`config.mk`:
```
export PLATFORM = sky130hd
export DESIGN_NAME = clk_enable_gen
export DESIGN_NICKNAME = d
export VERILOG_FILES = /design/src/rtl/clk_gen_pkg.sv /design/src/rtl/clk_div_ch.sv /design/src/rtl/clk_enable_gen.sv
export SDC_FILE = /design/constraint.sdc
export NUM_CORES = 1
export LEC_CHECK = 0
export ABC_AREA = 1
export BUFFER_PORTS_ARGS = -buffer_cell sky130_fd_sc_hd__buf_2
export CORE_MARGIN = 8
export CORE_UTILIZATION = 54
export CTS_CLUSTER_SIZE = 40
export DETAILED_ROUTE_END_ITERATION = 10
export PLACE_DENSITY = 0.86
export SKIP_LAST_GASP = 1
export SYNTH_ARGS = -nofsm -noshare
export SYNTH_HDL_FRONTEND = slang
export SYNTH_SLANG_ARGS = --single-unit
```
`constraint.sdc`:
```
create_clock -name local_clk -period 1.4 [get_ports local_clk]
set_input_delay 0.21 -clock local_clk [delete_from_list [all_inputs] [get_ports local_clk]]
set_output_delay 0.21 -clock local_clk [all_outputs]
set_load 0.05 [all_outputs]
```
`src/rtl/clk_gen_pkg.sv`:
```
// clk_gen_pkg
//   Shared definitions for the clock-enable generator slice:
//   - rst_state_e : states of the downstream reset sequencer
//   - *_DFLT      : default values for DEF_DIV, SB_DIV and RST_HOLD
//   - clog2_min1  : $clog2 clamped to at least 1 bit, so that degenerate
//                   parameter values never produce zero-width vectors
package clk_gen_pkg;

  // Reset sequencer states. S_HOLD keeps rst_out_n low while sideband
  // ticks are counted; S_RUN releases the downstream reset.
  typedef enum logic {
    S_HOLD = 1'b0,
    S_RUN  = 1'b1
  } rst_state_e;

  localparam int DEF_DIV_DFLT  = 1;
  localparam int SB_DIV_DFLT   = 80;
  localparam int RST_HOLD_DFLT = 3;

  function automatic int clog2_min1(input int value);
    return (value > 1) ? $clog2(value) : 1;
  endfunction

endpackage

```
`src/rtl/clk_div_ch.sv`:
```
// clk_div_ch
//   One tick channel: a divide-ratio register plus a 0..div-1 counter that
//   emits a registered one-cycle tick each time the counter wraps.
//
// Ports
//   clk      in   channel clock (rising edge)
//   rst      in   synchronous, active-low reset (div -> DEF_DIV, count -> 0)
//   en       in   channel enable; low holds the counter and tick at 0
//   restart  in   one-cycle strobe: count restarts from 0 this edge
//   load     in   one-cycle strobe: latch load_div as the new divide ratio
//   load_div in   new divide ratio (0 disables the channel)
//   tick     out  registered one-cycle strobe, every div cycles
//
// Timing: after a restart at edge W the first tick is registered at edge
// W+div. A channel that was idle (disabled or just out of reset) sits at
// count 0, so with en sampled high from edge X onward its first tick is
// registered at edge X+div-1, i.e. in the div-th enabled cycle.
module clk_div_ch
  #(
    parameter int DIV_W   = 8,
    parameter int DEF_DIV = 1
  )
  (
    input  logic             clk,
    input  logic             rst,
    input  logic             en,
    input  logic             restart,
    input  logic             load,
    input  logic [DIV_W-1:0] load_div,
    output logic             tick
  );

  logic [DIV_W-1:0] div_q;
  logic [DIV_W-1:0] cnt_q;
  logic             running;

  // The check uses the divide ratio in force before this edge. A write
  // always comes with a restart, so a ratio change never sees a stale
  // count compared against the new ratio.
  assign running = en && (div_q != '0);

  always_ff @(posedge clk) begin
    if (!rst) begin
      div_q <= DIV_W'(DEF_DIV);
      cnt_q <= '0;
      tick  <= 1'b0;
    end else begin
      if (load) begin
        div_q <= load_div;
      end

      if (restart || !running) begin
        cnt_q <= '0;
        tick  <= 1'b0;
      end else if (cnt_q == (div_q - DIV_W'(1))) begin
        cnt_q <= '0;
        tick  <= 1'b1;
      end else begin
        cnt_q <= cnt_q + DIV_W'(1);
        tick  <= 1'b0;
      end
    end
  end

endmodule

```
`src/rtl/clk_enable_gen.sv`:
```
// clk_enable_gen
//   Clock-enable generator for a single local_clk domain:
//   - N_CH independent tick channels with programmable divide ratios
//   - a free-running sideband tick every SB_DIV cycles
//   - a sequenced downstream reset (rst_out_n) released RST_HOLD sideband
//     ticks after reset or after a soft reset request
//
// Ports
//   local_clk     in   sole clock, rising edge
//   rst           in   synchronous, active-low reset; overrides all inputs
//   cfg_wr        in   one-cycle write strobe for a channel divide ratio
//   cfg_ch        in   target channel of cfg_wr; values >= N_CH are ignored
//   cfg_div       in   new divide ratio; 0 disables the channel
//   ch_en         in   per-channel enable
//   sync_req      in   one-cycle strobe restarting every channel counter
//   soft_rst_req  in   one-cycle strobe re-running the reset release
//   ch_tick       out  registered one-cycle tick per channel
//   sb_tick       out  registered one-cycle sideband tick
//   rst_out_n     out  registered, sequenced active-low downstream reset
//   dbg_state     out  current reset sequencer state (rst_state_e encoding)
//
// All strobe inputs are single-cycle requests acted on at the edge where
// they are sampled high; there is no backpressure and no acknowledge, so a
// request held high for several cycles is acted on once per cycle.
//
// RST_HOLD must be at least 1.
module clk_enable_gen
  import clk_gen_pkg::*;
  #(
    parameter int N_CH     = 3,
    parameter int DIV_W    = 8,
    parameter int DEF_DIV  = DEF_DIV_DFLT,
    parameter int SB_DIV   = SB_DIV_DFLT,
    parameter int RST_HOLD = RST_HOLD_DFLT
  )
  (
    input  logic                        local_clk,
    input  logic                        rst,
    input  logic                        cfg_wr,
    input  logic [clog2_min1(N_CH)-1:0] cfg_ch,
    input  logic [DIV_W-1:0]            cfg_div,
    input  logic [N_CH-1:0]             ch_en,
    input  logic                        sync_req,
    input  logic                        soft_rst_req,
    output logic [N_CH-1:0]             ch_tick,
    output logic                        sb_tick,
    output logic                        rst_out_n,
    output logic                        dbg_state
  );

  localparam int CH_W   = clog2_min1(N_CH);
  localparam int SB_W   = clog2_min1(SB_DIV);
  localparam int HOLD_W = clog2_min1(RST_HOLD + 1);

  // ---------------------------------------------------------------------
  // Tick channels
  // ---------------------------------------------------------------------
  // cfg_ch is wider than needed when N_CH is not a power of two; the
  // out-of-range codes must not touch any channel.
  logic cfg_hit;

  assign cfg_hit = cfg_wr && (32'(cfg_ch) < 32'(N_CH));

  for (genvar i = 0; i < N_CH; i++) begin : g_ch
    logic sel;

    assign sel = cfg_hit && (cfg_ch == CH_W'(i));

    // A write restarts only its own channel; sync_req restarts all of
    // them. Both together still load the ratio and restart once.
    clk_div_ch #(
      .DIV_W   (DIV_W),
      .DEF_DIV (DEF_DIV)
    ) u_ch (
      .clk      (local_clk),
      .rst      (rst),
      .en       (ch_en[i]),
      .restart  (sync_req | sel),
      .load     (sel),
      .load_div (cfg_div),
      .tick     (ch_tick[i])
    );
  end

  // ---------------------------------------------------------------------
  // Sideband tick: free-running from reset, blind to every other strobe.
  // The first tick is registered at the SB_DIV-th edge after reset release.
  // ---------------------------------------------------------------------
  logic [SB_W-1:0] sb_cnt;

  always_ff @(posedge local_clk) begin
    if (!rst) begin
      sb_cnt  <= '0;
      sb_tick <= 1'b0;
    end else if (sb_cnt == SB_W'(SB_DIV - 1)) begin
      sb_cnt  <= '0;
      sb_tick <= 1'b1;
    end else begin
      sb_cnt  <= sb_cnt + SB_W'(1);
      sb_tick <= 1'b0;
    end
  end

  // ---------------------------------------------------------------------
  // Downstream reset sequencer
  // ---------------------------------------------------------------------
  // The FSM counts the registered sb_tick, so the release lands in the
  // cycle after the RST_HOLD-th pulse. A soft reset request wins over a
  // pulse seen in the same cycle: the hold count restarts from zero.
  rst_state_e       state;
  logic [HOLD_W-1:0] hold_cnt;

  assign dbg_state = state;

  always_ff @(posedge local_clk) begin
    if (!rst) begin
      state     <= S_HOLD;
      hold_cnt  <= '0;
      rst_out_n <= 1'b0;
    end else begin
      case (state)
        S_HOLD: begin
          rst_out_n <= 1'b0;
          if (soft_rst_req) begin
            hold_cnt <= '0;
          end else if (sb_tick) begin
            if (hold_cnt == HOLD_W'(RST_HOLD - 1)) begin
              state     <= S_RUN;
              hold_cnt  <= '0;
              rst_out_n <= 1'b1;
            end else begin
              hold_cnt <= hold_cnt + HOLD_W'(1);
            end
          end
        end

        S_RUN: begin
          if (soft_rst_req) begin
            state     <= S_HOLD;
            hold_cnt  <= '0;
            rst_out_n <= 1'b0;
          end else begin
            rst_out_n <= 1'b1;
          end
        end

        default: begin
          state     <= S_HOLD;
          hold_cnt  <= '0;
          rst_out_n <= 1'b0;
        end
      endcase
    end
  end

endmodule

```
==> metrics.txt <==
post-DR vias/cell=5.12; IO Count=24; Fmax=0.626 GHz; sw frac=27.3%; drt total wl=7520 um; Synth cell types=27; post-synthesis sequential area ratio=between 30% and 40%; Worst Path Arrival=between 1.5 and 2 ns; Worst slew margin=71.2%; Worst path max stage delay=approximately 0.36 ns; CORE AREA=approximately 5500 um^2; sequential power share=a little under half; # diodes=0; Antenna Nets Post-Route=0; endpoints failing setup=25; Register Area=1250 um^2; # clock sinks=62; Worst setup SP type=register; 1st-pass router iterations=4; final instance area=between 3000 and 4000 um^2; DRC viols=0; IR drop worst, VDD=0.815 mV; fin util=about 70%; ratio of cells with drive above 1 in the final layout=roughly 23%; initial DRC count=127; met3 Track Usage GR=5.54%; switching power=between 1 and 1.5 mW; TritonCTS Buffers=9; Leakage=around 1.6 nW; clock slew at reported path FFs=around 0.070 ns; CTS Hold Buffers Added=0; CP cell instances=inv_4, ha_4, inv_2, nand2_1, nand2_1, nor2_1, nand2_1, nor2_1, nand2_1, nor2_2, nand2_2, nand2_4, nor2_1; antenna violations before repair=0; first-pass GRT wire length=approximately 12,000 um; die outline height=a little over 90 um; Starting Density=approximately 57%; met2 Use GR=between 30% and 40%; Worst Hold Class=in -> reg; vias in the first global route=about 2,900; clk_lat worst skew=between 0.3 and 0.4 ns; part of the power in the clock network=between 30% and 40%; synthesized area per cell=7.12 um^2; status=finished with violations; clock tree from TritonCTS=built; Final Instance Count excl. Fillers=565; Int Pwr=roughly 2.9 mW; Global Route Usage Sum=between 10% and 20%; clock period minus worst slack=1.60 ns; Setup WS pre-CTS=-0.129 ns; final setup margin=-0.198 ns; Syn. warnings=0; clock root buffer=clkbuf_8; Yosys reg bits=just over 60; total power draw=a little under 4 mW; P&R area growth vs syn=21.6%; Die Wd=92.2 um; nets=516; Max stage delay cell, worst path=dfxtp_2; delay-heaviest family, CP=simple AND/OR/NAND/NOR gates; Syn Nets=468; Core Rows=27; RSZ-0062 raised after global routing=true; fillers=between 400 and 500; Worst setup EP type=register; multi-input logic area=1770 um^2; DIE AREA=~8500 um^2; Final GP Congestion=0.924; WS Path Type=reg -> reg; CP required=1.63 ns; Max FO, Critical Path=8; cell count after synthesis=440; Hold Violations, Final=0; cell mode on critical path=nand2_1; gr ovfl total=0; drt wl/cell=about 13 um; Max Cap Violations=0; post-placement cell area=between 3000 and 4000 um^2; GR met1 Demand/Resource=a little under a fifth; # port buffers=23; vias=2,894; Mapped Area=around 3100 um^2; violated checks=negative setup slack; Max Root-Sink Buffers=2; Comb power frac=between 10% and 20%; hpwl dp=5300 um; Period Utilization, post-route=114%; WP buf/inv=2; Most Crowded Layer GR=met2; CTS H-tree lvls=3; clk_skew=0.00858 ns; Worst-Margin Slew=~0.43 ns; Slew Viols, Final=0; Power Density=between 1000 and 1500 nW/um^2; pin count of the biggest net entering global routing=21; Cells after DPL=546
synthesized netlist by cell type (all sizes together):
| cell | instances | area share, % |
|---|---|---|
| a31oi | 2 | 0.40 |
| clkbuf | 3 | 0.36 |
| nand4 | 5 | 1.0 |
| nand3b | 3 | 0.72 |
| or2 | 1 | 0.20 |
| a21oi | 25 | 4.0 |
| o211ai | 2 | 0.48 |
| nor2 | 78 | 9.4 |
| xnor2 | 22 | 6.2 |
| buf | 6 | 1.2 |
| nand2 | 91 | 12 |
| xor2 | 16 | 4.5 |
| nand3 | 26 | 4.2 |
| ha | 10 | 4.0 |
| o31ai | 1 | 0.24 |
| o21ai | 24 | 4.0 |
| o21bai | 1 | 0.24 |
| dfxtp | 62 | 40 |
| nor3 | 7 | 1.1 |
| inv | 55 | 6.6 |
kinds of logic (layout without fill, tap and decap cells):
logic type      count (synthesis)  after routing  share of synthesized area (%)
simple gates                  211            211                           28.2
buf+inv                        64            117                           8.19
flops                          62             62                           39.6
compound gates                 55             55                           9.31
xor+xnor                       38             38                           10.6
fa+ha+maj                      10             10                           4.00
power groups by stage:
stage / Clock (mW) / Combinational (mW) / Sequential, mW
4_1_cts: 1.56 / 0.517 / 1.86
3_5_place_dp: 0 / 0.484 / 1.90
3_3_place_gp: 0 / 0.468 / 1.89
5_1_grt: 1.62 / 0.627 / 1.86
2_1_floorplan: 0 / 0.344 / 1.89
6_report: 1.51 / 0.562 / 1.86
timing repair:
action,4_1_cts,5_1_grt
gates resized for setup,20,23
gates cloned,0,0
endpoints found under the setup margin,30,34
buffers inserted,0,3
hold endpoints to repair,0,0
pin swaps,15,18
metrics by stage:
stage	hold WS (ns)	TNS, ns
2_1_floorplan	0.336	-0.136
3_5_place_dp	0.453	-2.38
3_3_place_gp	0.428	-1.15
4_1_cts	0.110	-1.52
5_1_grt	0.132	-5.87
6_report	0.132	-3.09
metal layers:
metal	routed length (um)	part of all wire (%)
met2	3860	51
met4	279	3.7
met1	3040	40
met3	337	4.5
met5	0	0
worst register-to-register path: stages, from the launching register on:
cell	delay, ns
dfxtp_2	0.36
inv_4	0.04
ha_4	0.25
inv_2	0.03
nand2_1	0.05
nand2_1	0.05
nor2_1	0.08
nand2_1	0.05
nor2_1	0.10
nand2_1	0.10
nor2_2	0.12
nand2_2	0.08
nand2_4	0.12
nor2_1	0.06
area by class of cell:
class	count	area share [%]
sequential	62	32.8
inverter	55	5.55
tap	72	2.37
timing repair buffer	46	7.75
clock buffer	10	3.35
clock inverter	6	1.61
multi-input combinational	314	46.6
placed cells by master, fill, tap and decap left out, drive strengths merged:
cell,Yosys,final
xnor2,22,22
a31oi,2,2
clkbuf,3,10
nand3b,3,3
o21bai,1,1
clkinv,0,3
nand4,5,5
o211ai,2,2
nand2,91,91
nor3,7,7
nor2,78,78
o21ai,24,24
o31ai,1,1
buf,6,46
ha,10,10
xor2,16,16
or2,1,1
nand3,26,26
clkinvlp,0,1
a21oi,25,25
bufinv,0,1
dfxtp,62,62
inv,55,56
final timing paths:
kind                    startpoint                    end  slack (ns)  cells past startpoint
max reg2reg  g_ch[1].u_ch.div_q[0]  g_ch[1].u_ch.cnt_q[4]       -0.20                     13
min reg2reg              sb_cnt[0]              sb_cnt[0]        0.42                      1
min                   soft_rst_req              dbg_state        0.13                      4
max          g_ch[1].u_ch.div_q[0]  g_ch[1].u_ch.cnt_q[4]       -0.20                     13
state kept, by name, summed over array words and instances, names as in the netlist:
name	flops
g_ch.u_ch.div_q	24
hold_cnt	2
sb_tick	1
dbg_state	1
sb_cnt	7
g_ch.u_ch.cnt_q	24
g_ch.u_ch.tick	3
(Power assumes the default switching activity.)
